$ cat config.mk
export PLATFORM = sky130hd
export DESIGN_NAME = cavlc_blk_sched_flat
export DESIGN_NICKNAME = d
export VERILOG_FILES = /design/src/rtl/cavlc_sched_pkg.sv /design/src/rtl/cavlc_blk_sched_if.sv /design/src/rtl/cavlc_blk_sched.sv /design/src/flat_wrapper.sv
export SDC_FILE = /design/constraint.sdc
export NUM_CORES = 1
export LEC_CHECK = 0
export ABC_AREA = 1
export BUFFER_PORTS_ARGS = -buffer_cell sky130_fd_sc_hd__buf_2
export CORE_UTILIZATION = 35
export DETAILED_ROUTE_END_ITERATION = 6
export PLACE_DENSITY = 0.65
export SLEW_MARGIN = 20
export SYNTH_ARGS = -nofsm -noshare
export SYNTH_HDL_FRONTEND = slang
export SYNTH_SLANG_ARGS = --single-unit
$ cat constraint.sdc
create_clock -name clk -period 8.6 [get_ports clk]
set_input_delay 2.58 -clock clk [delete_from_list [all_inputs] [get_ports clk]]
set_output_delay 2.58 -clock clk [all_outputs]
set_load 0.1 [all_outputs]
$ cat src/rtl/cavlc_sched_pkg.sv
`default_nettype none
// ============================================================================
//  Module      : cavlc_sched_pkg
//  Description : Shared types and helpers for the CAVLC per-macroblock
//                block scheduler (state encoding, block count, block offset).
//  Revision    : 1.0  initial release
// ============================================================================
package cavlc_sched_pkg;

  localparam int BLK_PER_MB = 16;

  typedef enum logic [1:0] {
    ST_IDLE  = 2'd0,
    ST_FETCH = 2'd1,
    ST_RUN   = 2'd2,
    ST_FLUSH = 2'd3
  } sched_state_e;

  // 4x4-block column/row inside the 16x16 macroblock, in units of 4 pixels
  typedef struct packed {
    logic [1:0] x;
    logic [1:0] y;
  } blk_xy_t;

  // luma4x4BlkIdx interleaves 8x8 quadrant and 4x4 sub-block bits:
  // column bits are idx[2] (8x8 half) and idx[0] (4x4 half), rows idx[3]/idx[1]
  function automatic blk_xy_t blk_xy(input logic [3:0] idx);
    blk_xy_t r;
    r.x = {idx[2], idx[0]};
    r.y = {idx[3], idx[1]};
    return r;
  endfunction

endpackage
`default_nettype wire

$ cat src/rtl/cavlc_blk_sched_if.sv
`default_nettype none
// ============================================================================
//  Module      : cavlc_blk_sched_if
//  Description : Bundle of macroblock control, statistics handshake, encoder
//                launch/result and packer valid/ready signals around the
//                CAVLC block scheduler. master = scheduler side.
//  Revision    : 1.0  initial release
// ============================================================================
interface cavlc_blk_sched_if #(
  parameter int CODE_W = 128,
  parameter int LEN_W  = 7
);
  // macroblock control
  logic              mb_start;
  logic [9:0]        mb_topleft_x;
  logic [9:0]        mb_topleft_y;
  logic              mb_busy;
  logic              mb_done;
  logic              protocol_err;
  // upstream statistics
  logic              stat_valid;
  logic              stat_ready;
  logic [3:0]        blk_idx;
  // encoder
  logic              enc_start;
  logic [9:0]        enc_topleft_x;
  logic [9:0]        enc_topleft_y;
  logic              enc_ready;
  logic              enc_valid;
  logic [CODE_W-1:0] enc_code;
  logic [LEN_W-1:0]  enc_bits;
  // bit packer
  logic              pk_valid;
  logic              pk_ready;
  logic [CODE_W-1:0] pk_code;
  logic [LEN_W-1:0]  pk_bits;
  logic              pk_last;

  modport master (
    input  mb_start, mb_topleft_x, mb_topleft_y,
    output mb_busy, mb_done, protocol_err,
    input  stat_valid,
    output stat_ready, blk_idx,
    output enc_start, enc_topleft_x, enc_topleft_y,
    input  enc_ready, enc_valid, enc_code, enc_bits,
    output pk_valid, pk_code, pk_bits, pk_last,
    input  pk_ready
  );

  modport slave (
    output mb_start, mb_topleft_x, mb_topleft_y,
    input  mb_busy, mb_done, protocol_err,
    output stat_valid,
    input  stat_ready, blk_idx,
    input  enc_start, enc_topleft_x, enc_topleft_y,
    output enc_ready, enc_valid, enc_code, enc_bits,
    input  pk_valid, pk_code, pk_bits, pk_last,
    output pk_ready
  );

endinterface
`default_nettype wire

$ cat src/rtl/cavlc_blk_sched.sv
`default_nettype none
// ============================================================================
//  Module      : cavlc_blk_sched
//  Description : Walks the 16 luma 4x4 blocks of a macroblock, launches the
//                CAVLC encoder once per block when statistics are available,
//                and forwards each result to the bit packer through a
//                one-entry valid/ready buffer.
//  Revision    : 1.0  initial release
// ============================================================================
module cavlc_blk_sched
  import cavlc_sched_pkg::*;
#(
  parameter int CODE_W = 128,
  parameter int LEN_W  = 7
) (
  input  wire logic         clk,
  input  wire logic         rst,
  cavlc_blk_sched_if.master bus
);

  sched_state_e      state_q, state_d;
  logic [3:0]        blk_idx_q, blk_idx_d;
  logic [5:0]        mbx_q, mbx_d;
  logic [5:0]        mby_q, mby_d;
  logic              done_q, done_d;
  logic              err_q, err_d;
  logic              err_arm_q, err_arm_d;
  logic              pk_valid_q, pk_valid_d;
  logic [CODE_W-1:0] pk_code_q, pk_code_d;
  logic [LEN_W-1:0]  pk_bits_q, pk_bits_d;
  logic              pk_last_q, pk_last_d;

  logic              stat_rdy;
  logic              launch;
  logic              pk_hs;
  logic              last_blk;
  blk_xy_t           xy;

  // Launch permission uses the registered buffer flag, so a packer handshake
  // and a launch never happen in the same cycle
  always_comb begin
    stat_rdy = (state_q == ST_FETCH) && bus.enc_ready && !pk_valid_q;
    launch   = stat_rdy && bus.stat_valid;
    pk_hs    = pk_valid_q && bus.pk_ready;
    last_blk = (blk_idx_q == 4'(BLK_PER_MB - 1));
    xy       = blk_xy(blk_idx_q);
  end

  // Next-state: block walk, result buffer and sticky protocol error
  always_comb begin
    state_d    = state_q;
    blk_idx_d  = blk_idx_q;
    mbx_d      = mbx_q;
    mby_d      = mby_q;
    done_d     = 1'b0;
    err_d      = err_q;
    err_arm_d  = err_arm_q;
    pk_valid_d = pk_valid_q;
    pk_code_d  = pk_code_q;
    pk_bits_d  = pk_bits_q;
    pk_last_d  = pk_last_q;

    if (pk_hs) begin
      pk_valid_d = 1'b0;
    end

    case (state_q)
      ST_IDLE: begin
        if (bus.mb_start) begin
          mbx_d     = bus.mb_topleft_x[9:4];
          mby_d     = bus.mb_topleft_y[9:4];
          blk_idx_d = 4'd0;
          err_arm_d = 1'b1;
          state_d   = ST_FETCH;
        end
      end
      ST_FETCH: begin
        if (launch) begin
          state_d = ST_RUN;
        end
      end
      ST_RUN: begin
        if (bus.enc_valid) begin
          pk_valid_d = 1'b1;
          pk_code_d  = bus.enc_code;
          pk_bits_d  = bus.enc_bits;
          pk_last_d  = last_blk;
          if (last_blk) begin
            state_d = ST_FLUSH;
          end else begin
            blk_idx_d = blk_idx_q + 4'd1;
            state_d   = ST_FETCH;
          end
        end
      end
      ST_FLUSH: begin
        if (pk_hs) begin
          done_d  = 1'b1;
          state_d = ST_IDLE;
        end
      end
      default: state_d = ST_IDLE;
    endcase

    // A second start while a macroblock is in flight is dropped
    if (bus.mb_start && (state_q != ST_IDLE)) begin
      err_d = 1'b1;
    end
    // Results arriving outside RUN are dropped; masked until the first start
    // so a result from before a reset cannot raise the flag
    if (bus.enc_valid && (state_q != ST_RUN) && err_arm_q) begin
      err_d = 1'b1;
    end
  end

  // State and output registers with asynchronous reset
  always_ff @(posedge clk or posedge rst) begin
    if (rst) begin
      state_q    <= ST_IDLE;
      blk_idx_q  <= 4'd0;
      mbx_q      <= 6'd0;
      mby_q      <= 6'd0;
      done_q     <= 1'b0;
      err_q      <= 1'b0;
      err_arm_q  <= 1'b0;
      pk_valid_q <= 1'b0;
      pk_code_q  <= '0;
      pk_bits_q  <= '0;
      pk_last_q  <= 1'b0;
    end else begin
      state_q    <= state_d;
      blk_idx_q  <= blk_idx_d;
      mbx_q      <= mbx_d;
      mby_q      <= mby_d;
      done_q     <= done_d;
      err_q      <= err_d;
      err_arm_q  <= err_arm_d;
      pk_valid_q <= pk_valid_d;
      pk_code_q  <= pk_code_d;
      pk_bits_q  <= pk_bits_d;
      pk_last_q  <= pk_last_d;
    end
  end

  assign bus.mb_busy       = (state_q != ST_IDLE);
  assign bus.mb_done       = done_q;
  assign bus.protocol_err  = err_q;
  assign bus.stat_ready    = stat_rdy;
  assign bus.blk_idx       = blk_idx_q;
  assign bus.enc_start     = launch;
  assign bus.enc_topleft_x = {mbx_q, xy.x, 2'b00};
  assign bus.enc_topleft_y = {mby_q, xy.y, 2'b00};
  assign bus.pk_valid      = pk_valid_q;
  assign bus.pk_code       = pk_code_q;
  assign bus.pk_bits       = pk_bits_q;
  assign bus.pk_last       = pk_last_q;

endmodule
`default_nettype wire

$ cat src/flat_wrapper.sv
// flat-port wrapper written by rule: the top's interface ports become plain ports
module cavlc_blk_sched_flat import cavlc_sched_pkg::*;
#(
  parameter int CODE_W = 128,
  parameter int LEN_W  = 7
)
  (clk, rst, bus_mb_start, bus_mb_topleft_x, bus_mb_topleft_y, bus_mb_busy, bus_mb_done, bus_protocol_err, bus_stat_valid, bus_stat_ready, bus_blk_idx, bus_enc_start, bus_enc_topleft_x, bus_enc_topleft_y, bus_enc_ready, bus_enc_valid, bus_enc_code, bus_enc_bits, bus_pk_valid, bus_pk_code, bus_pk_bits, bus_pk_last, bus_pk_ready);
  cavlc_blk_sched_if #(.CODE_W(CODE_W), .LEN_W(LEN_W)) bus_i ();
  input  wire logic clk;
  input  wire logic rst;
  input wire logic [$bits(bus_i.mb_start)-1:0] bus_mb_start;
  input wire logic [$bits(bus_i.mb_topleft_x)-1:0] bus_mb_topleft_x;
  input wire logic [$bits(bus_i.mb_topleft_y)-1:0] bus_mb_topleft_y;
  output wire logic [$bits(bus_i.mb_busy)-1:0] bus_mb_busy;
  output wire logic [$bits(bus_i.mb_done)-1:0] bus_mb_done;
  output wire logic [$bits(bus_i.protocol_err)-1:0] bus_protocol_err;
  input wire logic [$bits(bus_i.stat_valid)-1:0] bus_stat_valid;
  output wire logic [$bits(bus_i.stat_ready)-1:0] bus_stat_ready;
  output wire logic [$bits(bus_i.blk_idx)-1:0] bus_blk_idx;
  output wire logic [$bits(bus_i.enc_start)-1:0] bus_enc_start;
  output wire logic [$bits(bus_i.enc_topleft_x)-1:0] bus_enc_topleft_x;
  output wire logic [$bits(bus_i.enc_topleft_y)-1:0] bus_enc_topleft_y;
  input wire logic [$bits(bus_i.enc_ready)-1:0] bus_enc_ready;
  input wire logic [$bits(bus_i.enc_valid)-1:0] bus_enc_valid;
  input wire logic [$bits(bus_i.enc_code)-1:0] bus_enc_code;
  input wire logic [$bits(bus_i.enc_bits)-1:0] bus_enc_bits;
  output wire logic [$bits(bus_i.pk_valid)-1:0] bus_pk_valid;
  output wire logic [$bits(bus_i.pk_code)-1:0] bus_pk_code;
  output wire logic [$bits(bus_i.pk_bits)-1:0] bus_pk_bits;
  output wire logic [$bits(bus_i.pk_last)-1:0] bus_pk_last;
  input wire logic [$bits(bus_i.pk_ready)-1:0] bus_pk_ready;
  assign bus_i.mb_start = bus_mb_start;
  assign bus_i.mb_topleft_x = bus_mb_topleft_x;
  assign bus_i.mb_topleft_y = bus_mb_topleft_y;
  assign bus_mb_busy = bus_i.mb_busy;
  assign bus_mb_done = bus_i.mb_done;
  assign bus_protocol_err = bus_i.protocol_err;
  assign bus_i.stat_valid = bus_stat_valid;
  assign bus_stat_ready = bus_i.stat_ready;
  assign bus_blk_idx = bus_i.blk_idx;
  assign bus_enc_start = bus_i.enc_start;
  assign bus_enc_topleft_x = bus_i.enc_topleft_x;
  assign bus_enc_topleft_y = bus_i.enc_topleft_y;
  assign bus_i.enc_ready = bus_enc_ready;
  assign bus_i.enc_valid = bus_enc_valid;
  assign bus_i.enc_code = bus_enc_code;
  assign bus_i.enc_bits = bus_enc_bits;
  assign bus_pk_valid = bus_i.pk_valid;
  assign bus_pk_code = bus_i.pk_code;
  assign bus_pk_bits = bus_i.pk_bits;
  assign bus_pk_last = bus_i.pk_last;
  assign bus_i.pk_ready = bus_pk_ready;
  cavlc_blk_sched #(.CODE_W(CODE_W), .LEN_W(LEN_W)) u_core (.clk(clk), .rst(rst), .bus(bus_i));
endmodule
==> results.py, run 1 <==
metrics = {
    "min_path": {
        "worstHoldStart": "u_core.err_arm_q",
        "hold_class": "reg -> reg",
        "hold_depth": 2,
    },
    "yosys": {
        "synth_top_area_share": 0.623,
        "synthCells": 692,
        "avgSynthCellArea_um2": 9.18,
        "synth_most_common_cell": "nand2_1",
        "ys_top_cells_by_count": "nand2_1, dfrtp_1, nand3_1, buf_2, inv_1",
        "synth_edf_count": 0,
        "ys_warn_count": 0,
        "synth_flop_cell": "dfrtp_1",
        "yosysSeqAreaShare": 0.623,
        "synth.area.top_cells": "dfrtp_1, nand2_1, nand3_1",
        "synth.cell_area_um2": 6350,
        "synth_seq_cells": 158,
        "yosysTopAreaCell": "dfrtp_1",
        "ys_async_sr_fraction": 1.00,
        "synthDistinctLibCells": 22,
    },
    "critical_path": {
        "end_kind": "output port",
        "crit_path_max_fanout": 3,
        "path_cells": "buf_2 > nand2_1 > nor3_1 > buf_2",
        "crit_arrival_ns": 3.38,
        "cpPeakStageDelay_ns": 0.45,
        "criticalPathCategory": "in -> out",
        "timing.critical_path.from": "bus_enc_ready",
        "cpMostUsedCell": "buf_2",
        "cp-start-kind": "input pin",
        "critPathRequiredTime_ns": 6.02,
        "r2r-start": "u_core.state_q[1]",
        "r2r_cells": 7,
        "cp_slowest_cell": "buf_2",
    },
    "layout": {
        "nets": 1143,
        "drive_above_1_share": 0.371,
        "syn2layout_area_growth_pct": 35.8,
    },
    "placement": {
        "routabilityCongestion": 0.798,
        "dp_hpwl_mm": 11.6,
        "numPortBuffers": 315,
        "dp_slack_ns": 2.63,
    },
    "grt": {
        "grt_antenna_before_repair": 0,
        "grt_pass1_vias": 5274,
        "grt_first_pass_wirelength_mm": 26.9,
        "grt-ovfl-total": 0,
        "grt_max_degree": 93,
        "gr-usage-all-layers": 0.187,
    },
    "cts": {
        "htreeDepth": 4,
        "post_cts_buffers": 0,
        "holdBufCountCts": 0,
        "cts_sinks": 158,
        "clockRootBuffer": "clkbuf_16",
        "cts_buffer_depth": 2,
        "path_clk_slew_ns": 0.06,
        "cts_tree": "done",
        "post_cts_resized": 0,
        "numCtsBuffers": 17,
        "clk-insertion-delay-late_ns": 0.42,
    },
    "sta": {
        "holdWs_ns": 0.463,
        "fin_skew_ns": 0.00739,
        "rsz0062_at_grt": "false",
        "hold_viol": 0,
        "fmax_ghz": 0.168,
        "drv_slew": 0,
        "slew_headroom": 0.350,
        "finalCriticalPeriod_ns": 5.96,
        "finalSetupViolations": 0,
        "worst_slack_ns": 2.64,
        "tightest_slew_ns": 0.974,
        "post-route-period-util": 0.693,
        "tns_ns": 0,
    },
    "routing": {
        "viasPerCell": 4.64,
        "vias": 5658,
        "drc_errors": 0,
        "wl_per_cell_um": 14.3,
        "ant_nets": 0,
        "wl_met3_mm": 1.36,
        "first_iter_violations": 318,
        "topRoutingLayerUsed": "met4",
        "drtPass1Iterations": 5,
        "route.met2.wl_mm": 8.36,
        "met1_length_mm": 7.39,
        "wl_mm": 17.5,
    },
    "floorplan": {
        "die_w_um": 137,
        "core_um2": 17500,
        "initial_core_util": 0.362,
        "rows": 48,
        "pin_count": 328,
        "die_y_um": 137,
        "dieArea_um2": 18700,
    },
    "job": {
        "cap_violations": 0,
    },
    "status": {
        "status": "finished clean",
    },
}
[layout by cell type, fill, tap and decap left out]
cell type and instances:
bufinv_16 4, diode_2 1, inv_6 2, nand2_2 1, nand2_1 290, o31ai_1 1, nand4_1 3, inv_1 13
o21ai_0 7, xor2_1 1, clkinvlp_4 2, buf_4 6, a21oi_1 1, inv_2 1, conb_1 4, nor3_1 2
nor2_1 3, nand3_1 140, clkinv_4 4, clkbuf_1 1, dfrtp_1 158, clkinv_2 2, ha_1 1, clkbuf_8 1
nor2_4 1, nand2_4 1, buf_2 314, mux2_2 12, clkbuf_16 17
[flip-flops by register name (all words and copies together) (netlist names)]
name,flops
u_core.mbx_q,6
u_core.mby_q,6
u_core.bus.pk_last,1
u_core.bus.mb_done,1
u_core.bus.pk_code,128
u_core.bus.protocol_err,1
u_core.bus.pk_valid,1
u_core.state_q,2
u_core.bus.pk_bits,7
u_core.bus.blk_idx,4
u_core.err_arm_q,1
[through the flow]
step	cell area [um2]	utilization	instances
after detailed placement	7990	0.456	1186
final	8620	0.492	1219
after global placement	7990	0.456	1186
after global routing	8620	0.492	1218
after CTS	8620	0.492	1218
after floorplan	6360	-	695
[critical path, delay by kind of cell]
family	cells	cell delay, ns
and+or+nand+nor	2	0.27
buffers and inverters	2	0.52
[layer usage]
| metal | vias up | GRT usage |
|---|---|---|
| met2 | 207 | 0.299 |
| li1 | 2781 | - |
| met5 | - | 0 |
| met4 | 0 | 0.0741 |
| met1 | 2645 | 0.238 |
| met3 | 25 | 0.0522 |
[kinds of logic after synthesis]
| logic type | after synthesis | share of synthesized area |
|---|---|---|
| adder cells (fa/ha/maj) | 1 | 0.00197 |
| XOR/XNOR | 1 | 0.00138 |
| other | 1 | 0.000590 |
| AND/OR/NAND/NOR | 441 | 0.292 |
| multiplexers | 12 | 0.0213 |
| buffers and inverters | 69 | 0.0530 |
| AO/OA/AOI/OAI | 9 | 0.00749 |
| flip-flops | 158 | 0.623 |
[worst paths after layout]
| path | slack [ns] | endpoint |
|---|---|---|
| setup / recovery | 2.64 | bus_enc_start |
| hold / removal | 0.46 | u_core.err_arm_q |
| setup reg to reg | 6.04 | u_core.bus.blk_idx[2] |
| hold reg to reg | 0.46 | u_core.err_arm_q |
| max in group asynchronous | 4.82 | u_core.bus.pk_code[5] |
| min in group asynchronous | 2.30 | u_core.bus.pk_code[68] |
[final cells by class]
cell class                      count  area (um2)
Timing Repair Buffer              320        1620
Clock buffer                       19         443
Sequential cell                   158        3950
Multi-Input combinational cell    468        2080
Clock inverter                     13         189
Tap cell                          225         282
Antenna cell                        1        2.50
Fill cell                        1707        8910
Inverter                           15        61.3
Power of run 1 is not shown: default switching activity piles up to over one toggle a cycle in this logic, so the estimate is an artifact.
==> run 2: changes to the inputs <==
clock period = 5.9 ns   (was 8.6 ns; I/O delays follow)
==> run 2 against run 1 <==
Against the previous run: non-clock buffer count rose by 1; core utilization barely moved; register-to-register slack got worse by 2.5 ns; via count rose by 0.28%; sequential share of layout area barely moved; first-iteration DRC count fell by 4.1%; cell area barely moved; final cell count did not move; highest routed layer unchanged.
==> results.py, run 2 (same netlist as run 1, synthesis figures left out) <==
metrics = {
    "grt": {
        "grt-ovfl-total": 0,
        "gr-usage-all-layers": 0.188,
        "grt_first_pass_wirelength_mm": 26.9,
        "grt_antenna_before_repair": 1,
        "grt_pass1_vias": 5274,
        "grt_max_degree": 159,
    },
    "sta": {
        "finalCriticalPeriod_ns": 4.33,
        "fin_skew_ns": 0.0105,
        "tns_ns": 0,
        "rsz0062_at_grt": "false",
        "post-route-period-util": 0.734,
        "hold_viol": 0,
        "finalSetupViolations": 0,
        "worst_slack_ns": 1.57,
        "slew_headroom": 0.322,
        "drv_slew": 0,
        "tightest_slew_ns": 1.02,
        "fmax_ghz": 0.231,
    },
    "min_path": {
        "hold_depth": 2,
        "worstHoldEndpoint": "u_core.bus.pk_code[106]",
        "hold_class": "reg -> reg",
        "worstHoldStart": "u_core.bus.pk_code[106]",
    },
    "cts": {
        "clk-insertion-delay-late_ns": 0.42,
        "cts_sinks": 158,
        "htreeDepth": 4,
        "cts_tree": "done",
        "holdBufCountCts": 0,
        "post_cts_resized": 0,
        "cts_buffer_depth": 2,
        "post_cts_buffers": 0,
        "clockRootBuffer": "clkbuf_16",
        "path_clk_slew_ns": 0.06,
        "numCtsBuffers": 17,
    },
    "routing": {
        "wl_per_cell_um": 14.4,
        "wl_met3_mm": 1.35,
        "route.met2.wl_mm": 8.48,
        "drtPass1Iterations": 5,
        "wl_mm": 17.6,
        "vias": 5674,
        "ant_nets": 0,
        "met1_length_mm": 7.43,
        "first_iter_violations": 305,
        "topRoutingLayerUsed": "met4",
        "viasPerCell": 4.65,
        "drc_errors": 0,
    },
    "critical_path": {
        "criticalPathCategory": "in -> out",
        "crit_path_max_fanout": 3,
        "crit_arrival_ns": 2.56,
        "cp-start-kind": "input pin",
        "r2r_cells": 6,
        "rr_endpoint": "u_core.bus.pk_code[37]",
        "critPathRequiredTime_ns": 4.13,
        "end_kind": "output port",
        "r2r-start": "u_core.state_q[1]",
        "r2r_slack_ns": 3.53,
    },
    "layout": {
        "drive_above_1_share": 0.370,
        "antenna_cells": 0,
        "fill_cells": 1721,
        "mostFrequentLayoutCell": "buf_2",
        "nets": 1144,
        "largest_reg_flops": 128,
        "design_area_um2": 8620,
        "final_cell_mix": "buf_2, nand2_1, dfrtp_1, nand3_1, clkbuf_16",
        "syn2layout_area_growth_pct": 35.8,
    },
    "placement": {
        "post_dp_cell_area_um2": 8010,
        "dp_slack_ns": 1.57,
        "numPortBuffers": 315,
        "routabilityCongestion": 0.780,
        "dp_hpwl_mm": 11.7,
    },
    "floorplan": {
        "core_um2": 17500,
        "initial_core_util": 0.362,
        "dieArea_um2": 18700,
        "die_w_um": 137,
        "rows": 48,
        "pin_count": 328,
        "die_y_um": 137,
    },
    "status": {
        "status": "finished clean",
    },
    "job": {
        "cap_violations": 0,
    },
}
## run 2: final cells by class
class	instances	area, um2	area share
Multi-Input combinational cell	468	2080	0.241
Sequential cell	158	3950	0.459
Timing Repair Buffer	321	1640	0.190
Clock buffer	21	460	0.0534
Clock inverter	11	153	0.0177
Inverter	15	60.1	0.00697
Tap cell	225	282	0.0327
## run 2: worst max path at each step
stage	start	end	slack [ns]	depth (start not counted)
6_report	bus_enc_ready	bus_enc_start	1.57	4
3_5_place_dp	bus_enc_ready	bus_enc_start	1.57	4
5_1_grt	bus_enc_ready	bus_enc_start	1.47	4
3_3_place_gp	bus_enc_ready	bus_enc_start	1.55	4
2_1_floorplan	bus_enc_ready	bus_enc_start	0.22	2
4_1_cts	bus_enc_ready	bus_enc_start	1.56	4
## run 2: per-layer routing
layer,vias to the layer above,track usage
met4,0,0.0747
met3,25,0.0515
met2,225,0.302
li1,2786,-
met5,-,0
met1,2638,0.238
## run 2: stage by stage
step	instances	hold slack [ns]	utilization
finish	1219	0.463	0.492
detailed placement	1187	0.451	0.457
floorplan	695	0.422	-
CTS	1219	0.467	0.492
global placement	1187	0.434	0.457
global route	1219	0.478	0.492
## run 2: critical path, cell delays in order
cell and delay, ns:
buf_2 0.08, nand2_1 0.10, nor3_1 0.17, buf_2 0.45
Power of run 2 is left out for the same reason.
==> run 3: changes to the inputs <==
clock period = 4.1 ns   (was 5.9 ns; I/O delays follow)
==> run 3 against run 2 <==
Against the previous run: worst hold slack got worse by 0.0072 ns; global-route usage rose by 0.071 points; register-to-register slack got worse by 1.4 ns; highest routed layer unchanged.
==> results.py, run 3 (same netlist as run 1, synthesis figures left out) <==
metrics = {
    "floorplan": {
        "die_w_um": 137,
        "die_y_um": 137,
        "dieArea_um2": 18700,
        "core_um2": 17500,
        "pin_count": 328,
        "rows": 48,
        "initial_core_util": 0.362,
    },
    "grt": {
        "gr-usage-all-layers": 0.188,
        "grt_pass1_vias": 5365,
        "grt_first_pass_wirelength_mm": 27.1,
        "grt_max_degree": 85,
        "grt_antenna_before_repair": 0,
        "grt-ovfl-total": 0,
    },
    "cts": {
        "path_clk_slew_ns": 0.06,
        "clk-insertion-delay-late_ns": 0.41,
        "cts_tree": "done",
        "post_cts_resized": 0,
        "numCtsBuffers": 17,
        "holdBufCountCts": 0,
        "htreeDepth": 4,
        "post_cts_buffers": 0,
        "cts_sinks": 158,
        "cts_buffer_depth": 2,
        "clockRootBuffer": "clkbuf_16",
    },
    "layout": {
        "antenna_cells": 0,
        "syn2layout_area_growth_pct": 36.3,
        "utilization": 0.494,
        "nets": 1146,
        "final_cell_mix": "buf_2, nand2_1, dfrtp_1, nand3_1, clkbuf_16",
        "fill_cells": 1692,
        "drive_above_1_share": 0.371,
        "multi_input_area_um2": 2080,
        "largest_reg_flops": 128,
        "mostFrequentLayoutCell": "buf_2",
        "area.sequential_um2": 3950,
    },
    "critical_path": {
        "crit_arrival_ns": 1.99,
        "crit_path_max_fanout": 3,
        "end_kind": "output port",
        "cp-start-kind": "input pin",
        "critPathRequiredTime_ns": 2.87,
        "criticalPathCategory": "in -> out",
        "r2r_slack_ns": 2.14,
    },
    "placement": {
        "numPortBuffers": 315,
        "dp_hpwl_mm": 11.9,
        "routabilityCongestion": 0.749,
    },
    "routing": {
        "first_iter_violations": 241,
        "vias": 5726,
        "drtPass1Iterations": 4,
        "wl_mm": 17.6,
        "viasPerCell": 4.70,
        "wl_per_cell_um": 14.5,
        "ant_nets": 0,
        "drc_errors": 0,
    },
    "sta": {
        "drv_slew": 0,
        "post-route-period-util": 0.785,
        "fmax_ghz": 0.311,
        "rsz0062_at_grt": "false",
        "fin_skew_ns": 0.00654,
        "finalCriticalPeriod_ns": 3.22,
        "finalSetupViolations": 0,
        "tightest_slew_ns": 0.908,
        "slew_headroom": 0.395,
        "tns_ns": 0,
        "hold_viol": 0,
    },
    "job": {
        "cap_violations": 0,
    },
    "min_path": {
        "hold_class": "reg -> reg",
    },
    "status": {
        "status": "finished clean",
    },
}
## run 3: cell count changes in the layout (fill, tap and decap cells not counted), sizes merged
cell / change
inv: -4
bufinv: +1
buf: +2
clkinv: +5
clkinvlp: -2
clkbuf: -2
## run 3: cell type report
class                   count  area share
inverters                  15     0.00694
well taps                 225      0.0325
multi-input cells         468       0.241
flip-flops and latches    158       0.457
clock inverters            11      0.0195
repair buffers            323       0.194
clock buffers              19      0.0500
## run 3: worst max-delay path, stage by stage
cell and delay (ns):
buf_2 0.08, nand2_1 0.08, nor3_2 0.15, buf_2 0.44
## run 3: metal layers
metal / vias to the layer above / share of wire / wire, um / GRT usage
li1: 2787 / - / - / -
met1: 2689 / 0.41 / 7170 / 0.221
met2: 224 / 0.49 / 8570 / 0.314
met3: 26 / 0.084 / 1490 / 0.0674
met4: 0 / 0.024 / 419 / 0.0728
met5: - / 0 / 0 / 0
## run 3: final timing paths
| kind | from | endpoint | depth (start not counted) |
|---|---|---|---|
| min in group asynchronous | rst | u_core.bus.pk_code[37] | 2 |
| max reg2reg | u_core.state_q[1] | u_core.bus.blk_idx[0] | 7 |
| max in group asynchronous | rst | u_core.bus.pk_code[85] | 3 |
| min | u_core.err_arm_q | u_core.err_arm_q | 2 |
| min reg2reg | u_core.err_arm_q | u_core.err_arm_q | 2 |
| max | bus_enc_ready | bus_enc_start | 4 |
## run 3: through the flow
| stage | worst slack (ns) | std cells | cell area (um2) | hold WS (ns) |
|---|---|---|---|---|
| after floorplan | 0.291 | 695 | 6370 | 0.422 |
| after global placement | 0.893 | 1189 | 8050 | 0.439 |
| after detailed placement | 0.896 | 1189 | 8050 | 0.445 |
| after CTS | 0.889 | 1219 | 8660 | 0.460 |
| after global routing | 0.840 | 1219 | 8660 | 0.477 |
| final | 0.880 | 1219 | 8660 | 0.455 |
Power of run 3 is left out for the same reason.
